[config.mk]
export PLATFORM = sky130hd
export DESIGN_NAME = alu_mc
export DESIGN_NICKNAME = d
export VERILOG_FILES = /design/src/rtl/alu_pkg.sv /design/src/rtl/alu_shift_add_mul.sv /design/src/rtl/alu_mc.sv
export SDC_FILE = /design/constraint.sdc
export NUM_CORES = 1
export LEC_CHECK = 0
export BUFFER_PORTS_ARGS = -buffer_cell sky130_fd_sc_hd__buf_4
export CAP_MARGIN = 20
export CORE_MARGIN = 2
export CORE_UTILIZATION = 44
export CTS_CLUSTER_DIAMETER = 60
export DETAILED_ROUTE_END_ITERATION = 6
export GPL_TIMING_DRIVEN = 1
export HOLD_SLACK_MARGIN = 0.02
export PLACE_DENSITY_LB_ADDON = 0.15
export SLEW_MARGIN = 40
export SYNTH_ARGS = -nofsm -noshare
export SYNTH_HDL_FRONTEND = slang
export SYNTH_SLANG_ARGS = --single-unit
[constraint.sdc]
create_clock -name clk_i -period 10.6 [get_ports clk_i]
set_input_delay 1.59 -clock clk_i [delete_from_list [all_inputs] [get_ports clk_i]]
set_output_delay 1.59 -clock clk_i [all_outputs]
set_load 0.05 [all_outputs]
[src/rtl/alu_pkg.sv]
`default_nettype none
// alu_pkg: opcode values and FSM encoding shared by the multi-cycle ALU.
// Revision 1.0
package alu_pkg;

  localparam logic [3:0] ALU_AND = 4'd0;
  localparam logic [3:0] ALU_OR  = 4'd1;
  localparam logic [3:0] ALU_ADD = 4'd2;
  localparam logic [3:0] ALU_SUB = 4'd6;
  localparam logic [3:0] ALU_SLT = 4'd7;
  localparam logic [3:0] ALU_MUL = 4'd8;
  localparam logic [3:0] ALU_NOR = 4'd12;

  typedef enum logic [0:0] {
    ST_IDLE = 1'b0,
    ST_MUL  = 1'b1
  } alu_state_e;

endpackage
`default_nettype wire

[src/rtl/alu_shift_add_mul.sv]
`default_nettype none
// alu_shift_add_mul: unsigned iterative shift-add multiplier, one multiplier bit per edge.
// Revision 1.0
module alu_shift_add_mul #(
  parameter int WIDTH = 32
) (
  input  logic                 clk_i,
  input  logic                 rst_i,
  input  logic                 start,
  input  logic [WIDTH-1:0]     a,
  input  logic [WIDTH-1:0]     b,
  output logic                 busy,
  output logic                 done,
  output logic [2*WIDTH-1:0]   product
);

  localparam int CW = $clog2(WIDTH);

  logic [2*WIDTH-1:0] acc_q, acc_d;
  logic [2*WIDTH-1:0] mcand_q, mcand_d;
  logic [2*WIDTH-1:0] addend;
  logic [WIDTH-1:0]   mplier_q, mplier_d;
  logic [CW-1:0]      count_q, count_d;

  // The first multiplier bit is consumed on the start edge itself, so the
  // counter holds the bits still outstanding and the last one lands exactly
  // WIDTH-1 edges later.
  always_comb begin
    addend   = mplier_q[0] ? mcand_q : '0;
    acc_d    = acc_q;
    mcand_d  = mcand_q;
    mplier_d = mplier_q;
    count_d  = count_q;
    if (start) begin
      acc_d    = b[0] ? {{WIDTH{1'b0}}, a} : '0;
      mcand_d  = {{(WIDTH-1){1'b0}}, a, 1'b0};
      mplier_d = {1'b0, b[WIDTH-1:1]};
      count_d  = CW'(WIDTH-1);
    end else if (busy) begin
      acc_d    = acc_q + addend;
      mcand_d  = {mcand_q[2*WIDTH-2:0], 1'b0};
      mplier_d = {1'b0, mplier_q[WIDTH-1:1]};
      count_d  = count_q - 1'b1;
    end
  end

  always_ff @(posedge clk_i) begin
    if (!rst_i) begin
      acc_q    <= '0;
      mcand_q  <= '0;
      mplier_q <= '0;
      count_q  <= '0;
    end else begin
      acc_q    <= acc_d;
      mcand_q  <= mcand_d;
      mplier_q <= mplier_d;
      count_q  <= count_d;
    end
  end

  assign busy    = (count_q != '0);
  assign done    = (count_q == CW'(1));
  assign product = acc_d;

endmodule
`default_nettype wire

[src/rtl/alu_mc.sv]
`default_nettype none
// alu_mc: registered execute-stage ALU with valid/ready handshake and multi-cycle MUL.
// Revision 1.0
module alu_mc
  import alu_pkg::*;
#(
  parameter int WIDTH      = 32,
  parameter int SIGNED_SLT = 0
) (
  input  logic             clk_i,
  input  logic             rst_i,
  input  logic             valid_i,
  output logic             ready_o,
  input  logic [WIDTH-1:0] src1_i,
  input  logic [WIDTH-1:0] src2_i,
  input  logic [3:0]       ctrl_i,
  output logic             valid_o,
  output logic [WIDTH-1:0] result_o,
  output logic [WIDTH-1:0] result_hi_o,
  output logic             zero_o,
  output logic             overflow_o
);

  alu_state_e       state_q, state_d;
  logic [WIDTH-1:0] result_q, result_d;
  logic [WIDTH-1:0] result_hi_q, result_hi_d;
  logic             overflow_q, overflow_d;
  logic             valid_q, valid_d;

  logic             accept;
  logic             mul_start;
  logic             mul_busy;
  logic             mul_done;
  logic [2*WIDTH-1:0] mul_product;

  logic [WIDTH-1:0] sum, diff, op_result;
  logic             op_overflow, slt_lt;

  assign accept    = valid_i && (state_q == ST_IDLE);
  assign mul_start = accept && (ctrl_i == ALU_MUL);

  alu_shift_add_mul #(
    .WIDTH(WIDTH)
  ) u_mul (
    .clk_i  (clk_i),
    .rst_i  (rst_i),
    .start  (mul_start),
    .a      (src1_i),
    .b      (src2_i),
    .busy   (mul_busy),
    .done   (mul_done),
    .product(mul_product)
  );

  always_comb begin
    sum         = src1_i + src2_i;
    diff        = src1_i - src2_i;
    slt_lt      = (SIGNED_SLT != 0) ? ($signed(src1_i) < $signed(src2_i))
                                    : (src1_i < src2_i);
    op_result   = '0;
    op_overflow = 1'b0;
    case (ctrl_i)
      ALU_AND: op_result = src1_i & src2_i;
      ALU_OR:  op_result = src1_i | src2_i;
      ALU_NOR: op_result = ~(src1_i | src2_i);
      ALU_SLT: op_result = {{(WIDTH-1){1'b0}}, slt_lt};
      ALU_ADD: begin
        op_result   = sum;
        op_overflow = (src1_i[WIDTH-1] == src2_i[WIDTH-1]) &&
                      (sum[WIDTH-1] != src1_i[WIDTH-1]);
      end
      ALU_SUB: begin
        op_result   = diff;
        op_overflow = (src1_i[WIDTH-1] != src2_i[WIDTH-1]) &&
                      (diff[WIDTH-1] != src1_i[WIDTH-1]);
      end
      default: ;
    endcase
  end

  always_comb begin
    state_d     = state_q;
    result_d    = result_q;
    result_hi_d = result_hi_q;
    overflow_d  = overflow_q;
    valid_d     = 1'b0;
    case (state_q)
      ST_IDLE: begin
        if (accept) begin
          if (ctrl_i == ALU_MUL) begin
            state_d = ST_MUL;
          end else begin
            result_d    = op_result;
            result_hi_d = '0;
            overflow_d  = op_overflow;
            valid_d     = 1'b1;
          end
        end
      end
      ST_MUL: begin
        if (mul_done) begin
          result_d    = mul_product[WIDTH-1:0];
          result_hi_d = mul_product[2*WIDTH-1:WIDTH];
          overflow_d  = 1'b0;
          valid_d     = 1'b1;
          state_d     = ST_IDLE;
        end else if (!mul_busy) begin
          // Multiplier idle without a completion: recover rather than stall forever.
          state_d = ST_IDLE;
        end
      end
    endcase
  end

  always_ff @(posedge clk_i) begin
    if (!rst_i) begin
      state_q     <= ST_IDLE;
      result_q    <= '0;
      result_hi_q <= '0;
      overflow_q  <= 1'b0;
      valid_q     <= 1'b0;
    end else begin
      state_q     <= state_d;
      result_q    <= result_d;
      result_hi_q <= result_hi_d;
      overflow_q  <= overflow_d;
      valid_q     <= valid_d;
    end
  end

  assign ready_o     = (state_q == ST_IDLE);
  assign valid_o     = valid_q;
  assign result_o    = result_q;
  assign result_hi_o = result_hi_q;
  assign overflow_o  = overflow_q;
  assign zero_o      = (result_q == '0);

endmodule
`default_nettype wire

# == Yosys cells after proc, flatten, opt, wreduce, memory -nomap -nowiden ==
# Index checks and enable logic that the tools add are counted.
# classes
n_addsub,4
magnitude_cmp,1
n_eq_ne,14
muxes,33
bitwise,5
reduce_logical,10
# ops
operator,count
$mux W32,7
$mux W64,3
$pmux W32 S6,1
$pmux W32 S2,2
$mux W33,2
$add A64 B64 Y64,1
$mux W31,2
$add A32 B32 Y32,1
$and A32 B32 Y32,1
$logic_not A32 Y1,1
$lt A32 B32 Y1,1
$not A32 Y32,1
$or A32 B32 Y32,1
$sub A32 B32 Y32,1
$mux W1,10
$mux W5,2
$eq A4 B3 Y1 const B,2
$eq A4 B4 Y1 const B,2
$pmux W1 S2,4
$eq A5 B1 Y1 const B,1
$reduce_bool A5 Y1,1
$sub A5 B1 Y5 const B,1
$eq A4 B1 Y1 const B,1
$eq A4 B2 Y1 const B,1
other kinds (10),17
# word_totals
ff_bits,230
in_bits,71
out_inout_bits,68
elab_cells,77

# == Depth between registers and ports, before layout ==
# Gate-level depths: netlist of the first run.
# depth
word_depth,7
ltp_mapped,17
depth_no_buf,15

# == Cells and area by module ==
# From an unflattened synthesis of the first run, not the netlist that was laid out.
# hier_totals
cells_unflattened,2733
area_unflattened_um2,19530.0
# modules_own_cells
module,n_inst,cells_each,area_per_inst_um2,seq_area_each_um2
alu_shift_add_mul,1,1603,11472.3,3263.1
alu_mc,1,1130,8057.7,1341.3

# == Worst setup path after synthesis of the first run ==
# No wires, ideal clock.
# synth_timing
path_kind,input port to flip-flop
startpoint,input port src1_i[1]
endpoint,register result_q[25] (netlist: result_o[25])
arrival_time_ns,4.002
t_required_ns,10.476
setup_slack_ns,6.474
path_stages,13
n_path_buf,0
cell_sequence,inv_1 > ha_1 > a21o_1 > a31o_2 > a21oi_2 > o31ai_2 > a31oi_2 > o31ai_4 > a311oi_2 > o21bai_1 > a211o_1 > a21oi_1 > o21ai_1
# synth_between
elab_chain_len,5
elab_cells_between_ends,6
cone_classes,add/sub (2); mux (4)
# synth_rtl
element,line_no,source
start: declaration,alu_mc.sv:14,"input logic [WIDTH-1:0] src1_i,"
$sub A32 B32 Y32 / $add A32 B32 Y32 (equally long branches),"alu_mc.sv:57, alu_mc.sv:56",
$pmux W32 S6 *,alu_mc.sv:62,case (ctrl_i)
$mux W32 *,alu_mc.sv:90,if (ctrl_i == ALU_MUL) begin
$mux W32 *,alu_mc.sv:89,if (accept) begin
$pmux W32 S2 *,alu_mc.sv:87,case (state_q)
end signal: assignment,alu_mc.sv:124,result_q <= result_d;
end: declaration,alu_mc.sv:25,"logic [WIDTH-1:0] result_q, result_d;"
# Mark *: on every way between the ends. The rest lies on a longest branch, timed or not. The select of a mux whose other input is x is not followed.
# A chain may end at the register's enable or synchronous reset.

# == Worst setup path after layout of the first run ==
# layout_timing
startpoint,register u_mul.mplier_q[0]
endpoint,register result_hi_q[29] (netlist: result_hi_o[29])
# layout_between
elab_chain_len,6
# layout_rtl
element,line_no,source
start: declaration,alu_shift_add_mul.sv:22,"logic [WIDTH-1:0] mplier_q, mplier_d;"
start signal: assignment,alu_shift_add_mul.sv:56,mplier_q <= mplier_d;
$mux W64,alu_shift_add_mul.sv:29,addend = mplier_q[0] ? mcand_q : '0;
$add A64 B64 Y64,alu_shift_add_mul.sv:40,acc_d = acc_q + addend;
$mux W64,alu_shift_add_mul.sv:39,end else if (busy) begin
$mux W64,alu_shift_add_mul.sv:34,if (start) begin
$mux W32,alu_mc.sv:101,if (mul_done) begin
$pmux W32 S2,alu_mc.sv:87,
end signal: assignment,alu_mc.sv:125,result_hi_q <= result_hi_d;
end: declaration,alu_mc.sv:26,"logic [WIDTH-1:0] result_hi_q, result_hi_d;"
# No other way between the ends. The select of a mux whose other input is x is not followed.

==> results by group, run 1 <==
Min path
  • HP Class: register to register
  • Hold EP: result_hi_o[11]$_SDFFE_PN0P_
  • Hold path start: result_hi_o[11]$_SDFFE_PN0P_
  • Hold path depth: 2

Timing
  • Slew Limit Fails: 0
  • Setup-failing EPs final: 0
  • Endpoints failing hold: 0
  • Tcrit/Tclk final: 43.72%
  • Final worst setup slack: 5966 ps
  • Minimum clock period: between 4000 and 5000 ps
  • Slew margin rel.: between 40% and 50%
  • Worst slew pin tran: 822.1 ps
  • Setup Skew: 27.84 ps
  • Setup TNS: 0 ps
  • Highest clock rate: 215.8 MHz
  • RSZ-0062 raised after global routing: false

Synth
  • EDFF count, synth: 0
  • Post-synth ARST share: 0%
  • Most frequent cell after synthesis: nand2_1
  • Share of the synthesized area in the top cell type: 25.61%
  • Register area share after synthesis: 25.61%
  • Dominant cell type by area after synthesis: dfxtp_1
  • Gate Count Post-Synth: 2448
  • Top_reg_cell synth: dfxtp_1
  • Post-synthesis cell area: 17980 sq um
  • Syn nets: 2691
  • Top cells by area, synth: dfxtp_1, ha_1, nand2_1
  • Avg Inst Size Synth: 7.346 sq um
  • Synth cell types: 89
  • Yosys warning count: 0
  • Post-synthesis register bit count: 230
  • Top cells by count, synth: nand2_1, a21oi_1, nor2_1

Clock network
  • Hold buffer count at cts: 0
  • Clk_lat worst skew: 550 ps
  • CTS tree: built
  • H-tree depth: 2
  • Total CTS buffers: 35
  • Root Driver: clkbuf_16
  • CTS Sinks: 230
  • # resized after CTS: 0
  • Clk slew on worst S/H paths: 60 ps
  • Post-CTS setup buffers: 0
  • CTS max path bufs: 3

GRT
  • First-pass GRT wire length: 97320 um
  • Total congestion overflow: 0
  • Vias in the first global route: 16920
  • Largest net degree at the start of global routing: 79
  • Initial antenna violation count: 0
  • Overall fraction of global-route tracks in use: 29.35%

Setup path
  • Critical Path AT: 5030 ps
  • Worst reg-to-reg path cell count: 16
  • Crit path launch type: register
  • Critical Path RT: between 10000 and 15000 ps
  • Crit path max fanout: 65
  • Reg-to-reg endpoint: result_hi_o[29]$_SDFFE_PN0P_
  • Reg-to-reg critical path startpoint: u_mul.mplier_q[0]$_SDFFE_PN0P_
  • Worst setup path class: register to register
  • Worst Setup End Kind: register
  • Reg-to-reg slack, setup: between 5000 and 6000 ps

Floorplanning
  • Core area: 40550 sq um
  • Rows: 74
  • IO Pins: 139
  • Die Y: 206.2 um
  • DIE WIDTH: 206.2 um
  • Initial Utilization: 44.34%
  • Die ar.: 42500 sq um

Final layout
  • Nets: 2716
  • # diodes: 0
  • Fraction of layout cells with a size suffix above 1: 10.97%
  • Area of the multi-input gates: 12300 sq um
  • Register area: 4604 sq um
  • Area added between synthesis and finish: 13.64%
  • Final non-filler cell total: 3030
  • Fillers: 4065

Power and ir drop
  • VDD IR max: 0.0001782 V
  • Clk pwr share: between 30% and 40%
  • Leak: 0.008437 uW
  • Switch share: 39.40%
  • Sw power: 1339 uW
  • Tot Pwr: 3398 uW
  • Total power divided by cell area: 166.3 nW/um^2
  • Seq pwr share: 29.7%
  • Comb pwr share: 34.4%
  • Int Pwr: 2060 uW

Job
  • Max-cap violations: 0

Drt
  • Via density: 6.073
  • Iter 0 DRT Violations: 1483
  • Drt wl/cell: 20.75 um
  • Number of routed nets with antenna violations: 0
  • Vias: 18400
  • DRT Pass-1 Iters: 5
  • Remaining DRCs: 0
  • Final WL: 62880 um

Placement
  • Port buffer count: 138
  • Post-Place Worst Slack: between 5000 and 6000 ps
  • Cell total after placement: 2968
  • Routability cong.: 0.9387
  • DP Wirelength: 46670 um

Status
  • Status: finished clean
==> placed cells by master (no fill, tap or decap), types with 24 or more instances in the layout <==
master and count:
xnor2_1 54, nor2_1 240, and2_1 92, a311oi_1 64, dfxtp_1 230, a221oi_1 31, o21ai_0 135, nand4_1 34
nand3_1 31, a211oi_1 24, nand2_1 356, a21oi_1 260, inv_1 115, a31oi_1 24, a21o_1 36, o21bai_1 33
clkbuf_16 36, ha_1 169, buf_4 158
==> stage by stage <==
| step | instance area, sq um | hold WS [ps] | util [%] |
|---|---|---|---|
| 5_1_grt | 20430 | 481.8 | 50.39 |
| 6_report | 20430 | 459.2 | 50.39 |
| 3_3_place_gp | 19210 | 442.5 | 47.37 |
| 3_5_place_dp | 19220 | 449.1 | 47.39 |
| 2_1_floorplan | 17980 | 440.4 | - |
| 4_1_cts | 20430 | 463.7 | 50.38 |
==> power by group through the flow <==
stage / Combinational (uW) / Sequential (uW) / Clock (uW)
finish: 1170 / 1010 / 1220
floorplan: 804 / 1030 / 0
global route: 1280 / 1020 / 1280
CTS: 1160 / 1010 / 1240
global placement: 1140 / 1020 / 0
detailed placement: 1150 / 1030 / 0
==> sequential cells by signal, summed over array words and instances (netlist names) <==
register	count
result_o	32
u_mul.mcand_q	63
u_mul.count_q	5
result_hi_o	32
u_mul.mplier_q	31
state_q	1
u_mul.acc_q	64
overflow_o	1
valid_o	1
==> worst max-delay path, cell delays in order, from the launching register on <==
cell and delay [ps]:
dfxtp_1 300, buf_4 460, and2_1 220, ha_1 160, inv_1 60, fa_1 430
nand2b_1 180, a21o_1 200, a31oi_2 230, a31oi_1 250, nor4_1 660, o211ai_1 350
a21oi_1 380, o21ai_0 170, xnor2_1 150, mux2i_1 170, o21ai_0 110
==> per-layer routing <==
metal / routed length [um] / share of wire, % / track usage, %
met5: 0 / 0 / 0
met4: 1676 / 2.7 / 8.520
met1: 30030 / 48 / 43.27
met2: 25830 / 41 / 42.22
met3: 5342 / 8.5 / 6.591
==> how the worst max path moves through the flow <==
| stage | from | endpoint | depth (start not counted) |
|---|---|---|---|
| floorplan | src1_i[1] | result_o[25]$_SDFFE_PN0P_ | 13 |
| global route | u_mul.mplier_q[0]$_SDFFE_PN0P_ | result_hi_o[29]$_SDFFE_PN0P_ | 16 |
| global placement | src2_i[0] | overflow_o$_SDFFE_PN0P_ | 13 |
| CTS | u_mul.mplier_q[0]$_SDFFE_PN0P_ | result_hi_o[29]$_SDFFE_PN0P_ | 16 |
| detailed placement | src2_i[0] | overflow_o$_SDFFE_PN0P_ | 13 |
| finish | u_mul.mplier_q[0]$_SDFFE_PN0P_ | result_hi_o[29]$_SDFFE_PN0P_ | 16 |
==> kinds of logic after synthesis <==
group,Yosys count,share of synthesized area [%]
AO/OA/AOI/OAI,808,30.23
multiplexers,13,0.7306
AND/OR/NAND/NOR,859,21.29
XOR/XNOR,77,3.750
adder cells (fa/ha/maj),172,12.09
buffers and inverters,289,6.297
flip-flops,230,25.61
==> cell type report <==
class | count | area share, %
multi-input combinational | 1929 | 60.21
clock inverter | 17 | 1.212
timing repair buffer | 160 | 5.915
inverter | 117 | 2.155
sequential | 230 | 22.53
clock buffer | 45 | 4.721
tap | 532 | 3.257
(Power assumes the default switching activity.)
==> run 2: changes to the inputs <==
Clock period 10.6 ns to 4.6 ns, I/O delays scaled along.
==> run 2 against run 1 <==
Count of clock-buffer cells in the layout down 1. Non-clock buffer count is 14 higher. Power up 130%. Critical path type unchanged. Global-route usage increased by 0.48 points. Via count decreased by 0.25%. Hold slack worse by 5.3 ps.
==> results by group, run 2 (synthesis results as in run 1) <==
Drt
  • Top sig layer: met4
  • Vias: 18350
  • Final WL: around 64000 um
  • Via density: 6.034
  • Drt wl/cell: 21.14 um
  • Iter 0 DRT Violations: 1961
  • Met3 WL: between 5000 and 6000 um
  • Remaining DRCs: 0
  • WL met2: 26170 um
  • Number of routed nets with antenna violations: 0
  • M1 WL: 31100 um
  • DRT Pass-1 Iters: 6

Min path
  • HP Class: register to register
  • Hold path start: result_hi_o[15]$_SDFFE_PN0P_

Placement
  • Placed cell area: around 19000 sq um
  • Port buffer count: 138
  • Routability cong.: 0.9749
  • DP Wirelength: ~49000 um
  • Post-Place Worst Slack: 708.8 ps

Setup path
  • Worst setup path class: register to register
  • Biggest cell delay along the critical path: around 420 ps
  • Worst Setup SP: u_mul.mplier_q[0]$_SDFFE_PN0P_
  • Worst reg-to-reg path cell count: 17
  • Slowest-stage cell, CP: fa_1
  • CP Cell Sequence: and2_1 > ha_1 > inv_1 > fa_1 > nand2b_1 > a21o_1 > a31oi_2 > a31oi_1 > buf_4 > nor4_1 > buf_4 > o211ai_1 > a21oi_1 > o21ai_0 > xnor2_1 > mux2i_1 > o21ai_0
  • Crit path launch type: register
  • Reg-to-reg critical path startpoint: u_mul.mplier_q[0]$_SDFFE_PN0P_
  • Reg-to-reg endpoint: result_hi_o[29]$_SDFFE_PN0P_
  • Critical Path AT: 4280 ps
  • Worst Setup End Kind: register
  • Crit path max fanout: 4
  • Critical Path RT: ~5000 ps
  • Worst setup path endpoint: result_hi_o[29]$_SDFFE_PN0P_
  • Reg-to-reg slack, setup: 730 ps

Final layout
  • Area added between synthesis and finish: 13.90%
  • Max reg flops: 64
  • # diodes: 0
  • Register area: ~4600 sq um
  • Nets: between 2000 and 3000
  • Most frequent cells in the layout: nand2_1, a21oi_1, nor2_1
  • Fillers: 4020
  • Biggest regs: u_mul.acc_q x64, u_mul.mcand_q x63
  • Fin area: between 20000 and 25000 sq um
  • Fraction of layout cells with a size suffix above 1: 11.35%
  • Commonest non-fill, non-tap cell in the layout: nand2_1
  • Area of the multi-input gates: 12300 sq um
  • Largest reg by FF count: u_mul.acc_q

GRT
  • Largest net degree at the start of global routing: 74
  • Overall fraction of global-route tracks in use: slightly below 30%
  • First-pass GRT wire length: 99100 um
  • Initial antenna violation count: 0
  • Total congestion overflow: 0
  • Vias in the first global route: 17010

Timing
  • Setup Skew: 26.51 ps
  • Setup-failing EPs final: 0
  • Setup TNS: 0 ps
  • RSZ-0062 raised after global routing: false
  • Tcrit/Tclk final: a little over four fifths
  • Highest clock rate: about 260 MHz
  • Slew margin rel.: between 40 and 50%
  • Slew Limit Fails: 0
  • Endpoints failing hold: 0
  • Worst slew pin tran: 859.0 ps
  • WHS: 453.8 ps
  • Minimum clock period: 3869 ps
  • Final worst setup slack: 730.9 ps

Clock network
  • CTS Sinks: 230
  • Root Driver: clkbuf_16
  • Total CTS buffers: 34
  • CTS tree: built
  • Clk_lat worst skew: ~550 ps
  • Post-CTS setup buffers: 0
  • CTS max path bufs: 3
  • Clk slew on worst S/H paths: 60 ps
  • # resized after CTS: 0
  • Hold buffer count at cts: 0
  • H-tree depth: 2

Floorplanning
  • DIE WIDTH: just over 200 um
  • Die ar.: 42500 sq um
  • Die Y: 206.2 um
  • Initial Utilization: between 40% and 50%
  • Core area: 40550 sq um
  • IO Pins: 139
  • Rows: 74

Power and ir drop
  • VDD IR max: 0.0002871 V
  • Leak: 0.008482 uW
  • Total power divided by cell area: 376.5 nW/um^2

Job
  • Max-cap violations: 0

Status
  • Status: finished clean
## run 2: cell count changes in the layout (fill, tap and decap cells not counted), moves of 3 or more
| cell | change |
|---|---|
| bufinv_16 | -4 |
| buf_4 | +11 |
| clkinv_2 | +3 |
| buf_12 | +5 |
## run 2: through the flow
step | cells | total power (uW) | utilization [%]
finish | 3042 | 7712 | 50.51
global route | 3042 | 8105 | 50.51
CTS | 3042 | 7717 | 50.51
detailed placement | 2982 | 5121 | 47.79
global placement | 2982 | 5101 | 47.79
floorplan | 2448 | 4235 | -
## run 2: routing by layer
metal	vias up	global-route usage, %
li1	8820	-
met1	8724	45.16
met4	0	8.954
met5	-	0
met3	87	5.345
met2	723	42.32
## run 2: critical path: cells and delay by family (launching register included)
kind	cells	cell delay (ps)
compound gates	7	1370
simple gates	3	630
fa+ha+maj	2	600
buf+inv	3	420
flops	1	390
mux	1	170
xor+xnor	1	150
## run 2: power breakdown
group,internal (uW),switching [uW],total [uW]
logic,844,1970,2810
registers,2190,140,2330
clock network,1540,1040,2580
total,4570,3140,7710
## run 2: worst min-delay path by stage
stage,cells past startpoint,to,slack (ps)
6_report,2,result_hi_o[15]$_SDFFE_PN0P_,450
5_1_grt,3,u_mul.acc_q[3]$_SDFF_PN0_,460
2_1_floorplan,2,u_mul.acc_q[0]$_SDFF_PN0_,440
3_5_place_dp,2,result_hi_o[15]$_SDFFE_PN0P_,440
4_1_cts,3,u_mul.mplier_q[30]$_SDFFE_PN0P_,420
3_3_place_gp,2,result_hi_o[19]$_SDFFE_PN0P_,440
## run 2: final cells by class
cell class | instances | area share [%]
inverter | 117 | 2.150
tap | 532 | 3.250
clock buffer | 44 | 4.637
clock inverter | 16 | 0.7453
timing repair buffer | 174 | 6.683
sequential | 230 | 22.48
multi-input combinational | 1929 | 60.05
